$ cat config.mk
export PLATFORM = sky130hd
export DESIGN_NAME = square_wave_meas
export DESIGN_NICKNAME = d
export VERILOG_FILES = /design/src/rtl/square_wave_meas.sv
export SDC_FILE = /design/constraint.sdc
export NUM_CORES = 1
export LEC_CHECK = 0
export ABC_AREA = 1
export ABC_CLOCK_PERIOD_IN_PS = 4900
export BUFFER_PORTS_ARGS = -buffer_cell sky130_fd_sc_hd__buf_2
export CAP_MARGIN = 20
export CORE_ASPECT_RATIO = 0.7
export CORE_MARGIN = 1.5
export CORE_UTILIZATION = 40
export CTS_CLUSTER_DIAMETER = 40
export DETAILED_ROUTE_END_ITERATION = 8
export PLACE_DENSITY_LB_ADDON = 0.25
export SLEW_MARGIN = 30
export SYNTH_ARGS = -nofsm -noshare
export SYNTH_HDL_FRONTEND = slang
export SYNTH_SLANG_ARGS = --single-unit
export TNS_END_PERCENT = 20
$ cat constraint.sdc
create_clock -name clk -period 4.9 [get_ports clk]
set_input_delay 1.47 -clock clk [delete_from_list [all_inputs] [get_ports clk]]
set_output_delay 1.47 -clock clk [all_outputs]
set_load 0.02 [all_outputs]
$ cat src/rtl/square_wave_meas.sv
// Square-wave measurement: hysteresis edge detection, then period, high time and min/max per cycle.
// Define SQW_MEAS_FREQ_EST_EN to build the freq_ctrl estimator on freq_est (tied to 0 otherwise).
module square_wave_meas #(
    parameter logic [7:0]       TH_HI   = 8'd192,
    parameter logic [7:0]       TH_LO   = 8'd160,
    parameter int               CNT_W   = 24,
    parameter logic [CNT_W-1:0] TIMEOUT = CNT_W'(24'hFF_FFFF)
) (
    input  logic             clk,
    input  logic             rst_n,
    input  logic [7:0]       sample_in,
    input  logic             sample_vld,
    input  logic             meas_clr,
    output logic [CNT_W-1:0] period_out,
    output logic [CNT_W-1:0] high_out,
    output logic [7:0]       max_out,
    output logic [7:0]       min_out,
    output logic             meas_vld,
    output logic             timeout,
    output logic [7:0]       freq_est
);
    typedef enum logic [1:0] {IDLE, ARMED, HIGH, LOW} state_t;

    state_t           state_q, state_d;
    logic [CNT_W-1:0] cnt_q, cnt_d, hcnt_q, hcnt_d, ecnt_q, ecnt_d;
    logic [CNT_W-1:0] period_q, period_d, high_q, high_d;
    logic [7:0]       rmax_q, rmax_d, rmin_q, rmin_d, max_q, max_d, min_q, min_d;
    logic             vld_q, vld_d, to_q, to_d;
    logic             is_hi, is_lo, arm, rise, fall, to_hit;
    logic [CNT_W-1:0] cnt_inc, ecnt_inc;
    logic [7:0]       smax, smin;

    assign is_hi    = sample_in >= TH_HI;
    assign is_lo    = sample_in <= TH_LO;
    // Both counters saturate rather than wrap.
    assign cnt_inc  = (&cnt_q)  ? cnt_q  : cnt_q  + CNT_W'(1);
    assign ecnt_inc = (&ecnt_q) ? ecnt_q : ecnt_q + CNT_W'(1);
    assign smax     = (sample_in > rmax_q) ? sample_in : rmax_q;
    assign smin     = (sample_in < rmin_q) ? sample_in : rmin_q;

    assign arm    = sample_vld && (state_q == IDLE) && is_lo;
    assign rise   = sample_vld && (state_q == ARMED || state_q == LOW) && is_hi;
    assign fall   = sample_vld && (state_q == HIGH) && is_lo;
    // ecnt counts valid samples since the last edge (or since arming).
    assign to_hit = sample_vld && (state_q != IDLE) && !rise && !fall && (ecnt_inc >= TIMEOUT);

    always_ff @(posedge clk or negedge rst_n) begin
        if (!rst_n) state_q <= IDLE;
        else        state_q <= state_d;
    end

    always_comb begin
        state_d = state_q;
        if (meas_clr)    state_d = IDLE;
        else if (to_hit) state_d = IDLE;
        else if (arm)    state_d = ARMED;
        else if (rise)   state_d = HIGH;
        else if (fall)   state_d = LOW;
    end

    always_comb begin
        cnt_d    = cnt_q;
        hcnt_d   = hcnt_q;
        ecnt_d   = ecnt_q;
        rmax_d   = rmax_q;
        rmin_d   = rmin_q;
        period_d = period_q;
        high_d   = high_q;
        max_d    = max_q;
        min_d    = min_q;
        vld_d    = 1'b0;
        to_d     = to_q;
        if (meas_clr) begin
            cnt_d    = '0;
            hcnt_d   = '0;
            ecnt_d   = '0;
            rmax_d   = '0;
            rmin_d   = 8'hFF;
            period_d = '0;
            high_d   = '0;
            max_d    = '0;
            min_d    = 8'hFF;
            to_d     = 1'b0;
        end else if (to_hit) begin
            cnt_d  = '0;
            hcnt_d = '0;
            ecnt_d = '0;
            to_d   = 1'b1;
        end else if (sample_vld && state_q != IDLE) begin
            cnt_d  = cnt_inc;
            ecnt_d = ecnt_inc;
            rmax_d = smax;
            rmin_d = smin;
            if (rise) begin
                // Publish only on a second rising edge; the rising sample opens the next period.
                if (state_q == LOW) begin
                    period_d = cnt_q;
                    high_d   = hcnt_q;
                    max_d    = rmax_q;
                    min_d    = rmin_q;
                    vld_d    = 1'b1;
                end
                cnt_d  = CNT_W'(1);
                ecnt_d = '0;
                rmax_d = sample_in;
                rmin_d = sample_in;
            end else if (fall) begin
                hcnt_d = cnt_q;
                ecnt_d = '0;
            end
        end else if (arm) begin
            ecnt_d = '0;
        end
    end

    always_ff @(posedge clk or negedge rst_n) begin
        if (!rst_n) begin
            cnt_q    <= '0;
            hcnt_q   <= '0;
            ecnt_q   <= '0;
            rmax_q   <= '0;
            rmin_q   <= 8'hFF;
            period_q <= '0;
            high_q   <= '0;
            max_q    <= '0;
            min_q    <= 8'hFF;
            vld_q    <= 1'b0;
            to_q     <= 1'b0;
        end else begin
            cnt_q    <= cnt_d;
            hcnt_q   <= hcnt_d;
            ecnt_q   <= ecnt_d;
            rmax_q   <= rmax_d;
            rmin_q   <= rmin_d;
            period_q <= period_d;
            high_q   <= high_d;
            max_q    <= max_d;
            min_q    <= min_d;
            vld_q    <= vld_d;
            to_q     <= to_d;
        end
    end

`ifdef SQW_MEAS_FREQ_EST_EN
    // Generator high time is freq_ctrl*1024+1 samples.
    logic [CNT_W-1:0] hm1, hsh;
    logic [7:0]       freq_q, freq_d;

    assign hm1 = hcnt_q - CNT_W'(1);
    assign hsh = hm1 >> 10;

    always_comb begin
        freq_d = freq_q;
        if (meas_clr)   freq_d = '0;
        else if (vld_d) freq_d = (hsh > CNT_W'(255)) ? 8'hFF : hsh[7:0];
    end

    always_ff @(posedge clk or negedge rst_n) begin
        if (!rst_n) freq_q <= '0;
        else        freq_q <= freq_d;
    end

    assign freq_est = freq_q;
`else
    assign freq_est = 8'h00;
`endif

    assign period_out = period_q;
    assign high_out   = high_q;
    assign max_out    = max_q;
    assign min_out    = min_q;
    assign meas_vld   = vld_q;
    assign timeout    = to_q;
endmodule

==> reports/metrics.yaml <==
powerDensity_mw_per_mm2: 302.0
yosysWarnings: 0
yosys.area.top_type: "dfrtp_1"
placed_cell_area_sq_mm: 0.008876
wirelength_mm: 21.23
arrival_ns: 3.98
fin_area_sq_mm: 0.009418
root_buffer: "clkbuf_16"
antennaDiodeCount: 0
clk_latency_ns: 0.43
postRouteAntennaNets: 0
period_share: 0.7406
clock_skew_ns: 0.009312
viasPerCell: 5.138
io_buffers: 77
ios: 86
leakage_nw: 4.482
peakVddDrop_uv: 254.0
cts_hold_buf: 0
synth_most_common_cell: "nand2_1"
crit_path_end_kind: "register"
wire_per_inst_um: 15.54
globalplace.congestion: 0.9201
rsz0062_at_grt: "no"
drv_cap: 0
start_util: 0.4131
grt_max_degree: 95
ys_seq_area_frac: 0.4733
grt_pass1_vias: 6332
outcome: "finished, final reports clean"
cp-start-kind: "input port"
cts_tree: "built"
muxShareOfSynthArea: 0
crit_required_ns: 5.25
post_synth_xor_area_fraction: 0.02958
async_flop_share: 1.000
fp.dieW_um: 175.1
grt_pass1_wl_mm: 34.71
synth_compound_area_frac: 0.1023
synth_top_cell_area_share: 0.4226
die_h_um: 123.5
hold_viol: 0
path_max_fanout: 43
slew_violations: 0
maxSlewHeadroom: 0.4992
final.setup.tns_ns: 0
clk_pin_slew_worst_paths_ns: 0.07
areaGrowthSynthToFinish_pct: 13.60
core_region_area_sq_mm: 0.02007
min_period_ns: 3.629
cts_resized: 0
synth.distinct_cells: 39
gr-total-overflow: 0
die-area_sq_mm: 0.02161
cts_buffers: 17
synth-edff-count: 0
rows: 43
avgSynthCellArea_sq_um: 8.112
ys_ff_latch: 156
critical_path_class: "in2reg"
drt_iter0_markers: 736
gr-usage-all-layers: 0.2068
fmax_mhz: 275.6
cts_max_level: 4
postCtsSetupBuffers: 0
firstDrtPassIters: 7
dp_hpwl_mm: 15.02
synth-simple-area-share: 0.2950
synth_area_leaders: "dfrtp_1 42%, nand2_1 12%, dfstp_2 5.1%"
drc: 0
synthAdderAreaFrac: 0.02566
synth_ff_type: "dfrtp_1"
worst_pin_slew_ns: 0.7491
nNetsFinal: 1112
yosys-top-cells-count: "273 x nand2_1, 140 x dfrtp_1, 93 x nor2_1, 81 x inv_1, 75 x nand3_1"
final-setup-viol-count: 0
vias: 7019
clk_path_buf_depth: 2
drive_above_1_share: 0.1569
synth_top_family_by_area: "simple AND/OR/NAND/NOR gates"
synthesis.area_sq_mm: 0.008290
cts.sinks: 156
worst_hold_path_type: "reg2reg"
antenna_found_initial: 0
synthCells: 1022
==> placed cells by master, fill, tap and decap left out, types with 7 or more instances in the layout <==
master and count:
a21oi_1 31, a22o_1 26, buf_2 76, buf_4 12, clkbuf_16 17, conb_1 8, dfrtp_1 140, dfstp_2 16
ha_1 17, inv_1 81, nand2_1 273, nand2_2 7, nand3_1 75, nand4_1 63, nor2_1 92, nor2_2 7
nor2_4 7, o21ai_0 38, o21ai_1 10, o31ai_1 17, xor2_1 24
==> where the power goes <==
part	internal [mW]	switching, mW	total (mW)
Sequential	1.34	0.0258	1.36
Clock	0.660	0.570	1.23
Combinational	0.0734	0.179	0.252
Total	2.07	0.774	2.84
==> metrics by stage <==
step / setup WS, ns / hold WS [ns] / cells / total power, mW / utilization
finish: 1.271 / 0.4633 / 1366 / 2.844 / 0.4693
detailed placement: 0.8668 / 0.4541 / 1334 / 1.637 / 0.4423
global route: 0.9507 / 0.4804 / 1366 / 2.971 / 0.4693
CTS: 1.283 / 0.4648 / 1366 / 2.875 / 0.4692
floorplan: 1.873 / 0.4419 / 1029 / 1.551 / -
global placement: 0.9199 / 0.4513 / 1334 / 1.633 / 0.4423
==> layout make-up <==
type                       instances  area, sq um
clock inverter                    13        106.4
timing repair buffer              90        504.2
sequential                       156         3924
clock buffer                      19        432.9
fill                            1913        10650
multi-input combinational        732         3790
inverter                          86        322.8
tap                              270        337.8
==> cells by family after synthesis <==
| family | count (synthesis) |
|---|---|
| other | 1 |
| buffers and inverters | 141 |
| XOR/XNOR | 28 |
| AND/OR/NAND/NOR | 544 |
| adder cells (fa/ha/maj) | 17 |
| AO/OA/AOI/OAI | 135 |
| flip-flops | 156 |
==> path summary, 6_finish.rpt <==
check,cells after the start,slack [ns],end,from
max,14,1.27,timeout,sample_in[6]
min,2,0.46,rmin_q[5],rmin_q[5]
max reg2reg,15,1.37,timeout,ecnt_q[0]
min reg2reg,2,0.46,rmin_q[5],rmin_q[5]
max in group asynchronous,2,2.97,cnt_q[8],rst_n
min in group asynchronous,1,1.10,meas_vld,rst_n
==> metal layers <==
metal	GRT usage	vias up	share of wire
met4	0.04006	0	0.0065
met5	0	-	0
met3	0.06611	12	0.085
li1	-	3509	-
met2	0.2708	225	0.39
met1	0.3243	3273	0.52
==> flip-flops by register name, summed over array words and instances, names as in the netlist <==
register and cells:
cnt_q 24, ecnt_q 24, hcnt_q 24, high_out 24, period_out 24, max_out 8
min_out 8, rmax_q 8, rmin_q 8, state_q 2, meas_vld 1, timeout 1
==> critical path, cell delays in order <==
cell     delay [ns]
buf_2          0.16
inv_1          0.07
a21oi_1        0.12
nand2_1        0.09
nand4_1        0.07
buf_4          0.22
nand3_1        0.30
nor2_1         0.24
nand2_1        0.11
nor2_4         0.17
nand2_4        0.29
inv_2          0.46
nor2_1         0.08
nor2_1         0.10
Power figures use the tool's default switching activity.
